--- src/rtl/player_motion.sv ---
// Player sprite motion on a 640x480 field: per-frame stepping with clamping,
// respawn hold-off after collisions and level progression at the goal column.
module player_motion #(
    parameter int unsigned H_START       = 40,
    parameter int unsigned V_START       = 240,
    parameter int unsigned H_MAX         = 620,
    parameter int unsigned V_MIN         = 20,
    parameter int unsigned V_MAX         = 459,
    parameter int unsigned H_GOAL        = 600,
    parameter int unsigned STEP          = 4,
    parameter int unsigned MAX_LEVEL     = 9,
    parameter int unsigned RESPAWN_TICKS = 8
) (
    input  logic       clk,
    input  logic       reset,
    input  logic       move_tick,
    input  logic       btn_up,
    input  logic       btn_down,
    input  logic       btn_left,
    input  logic       btn_right,
    input  logic       reset_player,
    output logic [9:0] player_h,
    output logic [9:0] player_v,
    output logic [9:0] level,
    output logic       level_up,
    output logic       game_won,
    output logic [1:0] state_dbg
);

    typedef enum logic [1:0] {
        RESPAWN = 2'd0,
        PLAY    = 2'd1,
        ADVANCE = 2'd2,
        WON     = 2'd3
    } state_t;

    localparam int unsigned CW = $clog2(RESPAWN_TICKS + 1);

    localparam logic [9:0]    H_START10   = 10'(H_START);
    localparam logic [9:0]    V_START10   = 10'(V_START);
    localparam logic [9:0]    H_MAX10     = 10'(H_MAX);
    localparam logic [9:0]    V_MIN10     = 10'(V_MIN);
    localparam logic [9:0]    V_MAX10     = 10'(V_MAX);
    localparam logic [9:0]    STEP10      = 10'(STEP);
    localparam logic [9:0]    MAX_LEVEL10 = 10'(MAX_LEVEL);
    localparam logic [10:0]   H_START11   = 11'(H_START);
    localparam logic [10:0]   H_MAX11     = 11'(H_MAX);
    localparam logic [10:0]   V_MIN11     = 11'(V_MIN);
    localparam logic [10:0]   V_MAX11     = 11'(V_MAX);
    localparam logic [10:0]   H_GOAL11    = 11'(H_GOAL);
    localparam logic [10:0]   STEP11      = 11'(STEP);
    localparam logic [CW-1:0] HOLD_LOAD   = CW'(RESPAWN_TICKS);

    state_t        state, state_nx;
    logic [CW-1:0] cnt, cnt_nx;
    logic [9:0]    h_nx, v_nx, level_nx;
    logic          level_up_nx, game_won_nx;
    logic [10:0]   h_ext, v_ext;
    logic [9:0]    h_mv, v_mv;

    // Candidate position after one step; 11-bit compares keep the clamps wrap-free.
    always_comb begin
        h_ext = {1'b0, player_h};
        v_ext = {1'b0, player_v};
        h_mv  = player_h;
        v_mv  = player_v;
        if (btn_up && !btn_down)
            v_mv = (v_ext < V_MIN11 + STEP11) ? V_MIN10 : player_v - STEP10;
        else if (btn_down && !btn_up)
            v_mv = (v_ext + STEP11 > V_MAX11) ? V_MAX10 : player_v + STEP10;
        if (btn_left && !btn_right)
            h_mv = (h_ext < H_START11 + STEP11) ? H_START10 : player_h - STEP10;
        else if (btn_right && !btn_left)
            h_mv = (h_ext + STEP11 > H_MAX11) ? H_MAX10 : player_h + STEP10;
    end

    always_comb begin
        state_nx    = state;
        cnt_nx      = cnt;
        h_nx        = player_h;
        v_nx        = player_v;
        level_nx    = level;
        level_up_nx = 1'b0;
        game_won_nx = game_won;
        unique case (state)
            RESPAWN: begin
                h_nx = H_START10;
                v_nx = V_START10;
                if (reset_player)
                    cnt_nx = HOLD_LOAD;
                else if (cnt == '0)
                    state_nx = PLAY;
                else if (move_tick)
                    cnt_nx = cnt - CW'(1);
            end
            PLAY: begin
                if (reset_player) begin
                    h_nx     = H_START10;
                    v_nx     = V_START10;
                    cnt_nx   = HOLD_LOAD;
                    state_nx = RESPAWN;
                end else if ({1'b0, player_h} >= H_GOAL11) begin
                    state_nx = ADVANCE;
                end else if (move_tick) begin
                    h_nx = h_mv;
                    v_nx = v_mv;
                end
            end
            ADVANCE: begin
                if (level >= MAX_LEVEL10) begin
                    state_nx    = WON;
                    game_won_nx = 1'b1;
                end else begin
                    level_nx    = level + 10'd1;
                    level_up_nx = 1'b1;
                    h_nx        = H_START10;
                    v_nx        = V_START10;
                    cnt_nx      = HOLD_LOAD;
                    state_nx    = RESPAWN;
                end
            end
            WON: begin
                game_won_nx = 1'b1;
            end
            default: state_nx = RESPAWN;
        endcase
    end

    always_ff @(posedge clk or posedge reset) begin
        if (reset) begin
            state    <= RESPAWN;
            cnt      <= HOLD_LOAD;
            player_h <= H_START10;
            player_v <= V_START10;
            level    <= 10'd1;
            level_up <= 1'b0;
            game_won <= 1'b0;
        end else begin
            state    <= state_nx;
            cnt      <= cnt_nx;
            player_h <= h_nx;
            player_v <= v_nx;
            level    <= level_nx;
            level_up <= level_up_nx;
            game_won <= game_won_nx;
        end
    end

    assign state_dbg = state;

endmodule

--- config.mk ---
export PLATFORM = sky130hd
export DESIGN_NAME = player_motion
export DESIGN_NICKNAME = d
export VERILOG_FILES = /design/src/rtl/player_motion.sv
export SDC_FILE = /design/constraint.sdc
export NUM_CORES = 1
export LEC_CHECK = 0
export CELL_PAD_IN_SITES_DETAIL_PLACEMENT = 1
export CELL_PAD_IN_SITES_GLOBAL_PLACEMENT = 2
export CORE_UTILIZATION = 32
export DETAILED_ROUTE_END_ITERATION = 6
export PLACE_DENSITY_LB_ADDON = 0.2
export SKIP_LAST_GASP = 1
export SYNTH_ARGS = -nofsm -noshare
export SYNTH_HDL_FRONTEND = slang
export SYNTH_SLANG_ARGS = --single-unit
--- constraint.sdc ---
create_clock -name clk -period 2.9 [get_ports clk]
set_input_delay 0.435 -clock clk [delete_from_list [all_inputs] [get_ports clk]]
set_output_delay 0.435 -clock clk [all_outputs]
set_load 0.005 [all_outputs]
==> metrics.cfg <==
[logic_synthesis]
ys_seq_elements=35
syn_inst=331
ys_types=67
synth_warnings=0
postSynth.asyncResetShare=1.00
synth_top_area_frac=0.251
synth_area_um2=2690
yosysSeqAreaShare=0.329
synth_edf_count=0
avgSynthCellArea_um2=8.13
synth.largest_area_cell=dfrtp_1
synth_ff_type=dfrtp_1
synth_area_leaders=dfrtp_1 (25%), dfstp_2 (7.8%), ha_1 (7.0%), o21ai_0 (5.4%), nand2_1 (4.7%)

[die]
die_area_um2=8780
die_w_um=93.7
rows=33
initial_utilization=0.329
die_h_um=93.7
num_io_pins=42
core_area_um2=8180

[sta]
tns_ns=0
rsz0062_at_grt=false
fin_crit_ns=2.76
clock.fmax_mhz=362
final.period_utilization=0.953
relSlewSlack=0.574
finalSetupViolCount=0
timing.final.max_slew_violations=0
fin_skew_ns=0.0106
final_hold_viol_count=0
tightestPinTransition_ns=0.632

[clocking]
clockBufferDepth=2
hold_buffers=0
cts_sinks=35
cts_tree=built
ctsResizeCount=0
cts_setup_buffers=0
clock_latency_ns=0.29
clockRootBuffer=clkbuf_8
htreeDepth=2
cts_made_buffers=5
clk_pin_slew_ns=0.07

[drt]
dr_total_vias=2615
wl_per_cell_um=17.0
finalWirelength_mm=8.15
dr.pass1.iters=4
drtIter0Drc=83
vias_per_cell=5.46
drc=0
postRouteAntennaNets=0

[placed_design]
dpl.hpwl_mm=6.20
place_inst=471
gp_congestion=0.813
port_buffers=39

[setup_path]
cp-start-kind=register
crit_fanout=9
crit_type=reg2reg
crit_buf_inv=1
crit_chain=inv_1 > ha_1 > or3b_2 > a2111o_1 > a221oi_2 > o21a_2 > mux2i_1 > a211oi_2
path_delay_family=compound AO/OA/AOI/OAI gates
end_kind=register
cp_data_required_time_ns=3.06
critPathMaxStageDelay_ns=0.47
critical_path_arrival_ns=2.92
slowest_stage=a2111o_1

[global_routing]
grt_max_degree=36
grt_usage=0.199
grt_first_pass_wirelength_mm=13.6
antenna_found_initial=0
grt_pass1_vias=2640
grt_overflow=0

[power_and_ir_drop]
ir_drop_mv=0.294
power.total_uw=2790
cellLeakagePower_uw=0.00137
power_density_nw_per_um2=835

[cells_and_area]
finalNonFillerCells=479
n_antenna_cell=0
nets=396
drive_gt1_frac=0.134
synthToLayoutAreaGrowth_pct=24.2

[run_status]
status=finished clean

[hold_path]
hold_path_class=reg2reg

[job]
maxCapViolCount=0

## cell type report
cell class / instances / area [um2]
clock buffers: 5 / 68.8
clock inverters: 3 / 15.0
fillers: 995 / 4830
inverters: 18 / 67.6
multi-input cells: 254 / 1630
flip-flops and latches: 35 / 886
well taps: 105 / 131
repair buffers: 59 / 541
## cells in the mapped netlist, types with 2 or more instances
master and count:
o2111ai_1 3, nand3b_1 2, nor3_1 11, and2_1 2, or3_1 2, or2_2 2
or4_1 2, dfstp_2 8, nor2b_1 7, o41ai_1 3, nand2_1 34, a211oi_1 3
nand3_1 11, nor4b_1 2, ha_1 15, nor2_1 26, o221ai_1 2, nand2b_1 7
o22ai_1 3, o21ai_0 29, inv_1 17, o21a_1 3, a31oi_1 8, nor4_1 5
o31ai_1 2, buf_2 3, xnor2_1 4, clkbuf_1 18, xor2_1 6, a21oi_1 21
buf_4 3, dfrtp_1 27, nor3b_1 3, mux2i_1 3, nand4_1 2
## state kept, by name, summed over array words and instances (netlist names)
register,count
level,10
level_up,1
game_won,1
player_v,9
player_h,8
state_dbg,2
cnt,4
## report_power, final
group          leakage, uW  internal, uW  switching [uW]
Combinational     0.000873           728             858
Clock            0.0000477           164             180
Sequential        0.000445           635             224
## metal layers
| layer | share of wire | up-vias | wire [um] | track usage |
|---|---|---|---|---|
| met1 | 0.46 | 1294 | 3780 | 0.255 |
| li1 | - | 1275 | - | - |
| met5 | 0 | - | 0 | 0 |
| met2 | 0.50 | 42 | 4110 | 0.352 |
| met3 | 0.022 | 4 | 178 | 0.0251 |
| met4 | 0.0098 | 0 | 80 | 0.0500 |
## cell families (layout without fill, tap and decap cells)
group / after synthesis / in the layout / share of synthesized area
AOI/OAI and AO/OA: 101 / 101 / 0.258
other: 1 / 2 / 0.00139
xor gates and xnor gates: 10 / 10 / 0.0325
adders and majority gates: 15 / 15 / 0.0697
muxes: 4 / 4 / 0.0153
buffers and inverters: 43 / 85 / 0.0683
DFF: 35 / 35 / 0.329
and+or+nand+nor: 122 / 122 / 0.226
## final timing paths
| check | end | start | slack (ns) | cells after the start |
|---|---|---|---|---|
| worst max-delay path | player_h[6] | level[1] | 0.14 | 8 |
| worst min-delay path | level[8] | level[8] | 0.40 | 0 |
| worst max register to register | player_h[6] | level[1] | 0.14 | 8 |
| worst min register to register | level[8] | level[8] | 0.40 | 0 |
| max in group asynchronous | player_v[6] | reset | 1.98 | 3 |
| min in group asynchronous | state_dbg[0] | reset | 0.56 | 3 |
## layout by cell type (no fill, tap or decap), types with 2 or more instances in the layout
| master | n |
|---|---|
| nand2_1 | 34 |
| dfrtp_1 | 27 |
| nand4_1 | 2 |
| a211oi_1 | 3 |
| o221ai_1 | 2 |
| or2_2 | 2 |
| nand2b_1 | 7 |
| nand3_1 | 11 |
| o21a_1 | 2 |
| xor2_1 | 6 |
| buf_4 | 20 |
| o22ai_1 | 3 |
| nand3b_1 | 2 |
| o41ai_1 | 3 |
| or3_1 | 2 |
| inv_1 | 17 |
| o2111ai_1 | 3 |
| nor4_1 | 5 |
| nor3b_1 | 3 |
| conb_1 | 2 |
| clkbuf_8 | 5 |
| a31oi_1 | 8 |
| ha_1 | 15 |
| nor4b_1 | 2 |
| a21oi_1 | 21 |
| o21ai_0 | 29 |
| xnor2_1 | 4 |
| or4_1 | 2 |
| clkinv_2 | 3 |
| dfstp_2 | 8 |
| nor2b_1 | 7 |
| nor2_1 | 26 |
| o31ai_1 | 2 |
| clkdlybuf4s50_1 | 39 |
| nor3_1 | 11 |
| mux2i_1 | 3 |
## stage by stage
step	hold WS, ns	cell area, um2	worst slack [ns]	utilization
2_1_floorplan	0.465	2700	0.305	-
3_5_place_dp	0.386	3250	0.0853	0.398
3_3_place_gp	0.385	3250	0.188	0.398
5_1_grt	0.411	3340	0.0126	0.409
4_1_cts	0.404	3330	0.0689	0.408
6_report	0.397	3340	0.136	0.409
No activity file was read; power rests on OpenSTA's default activity.
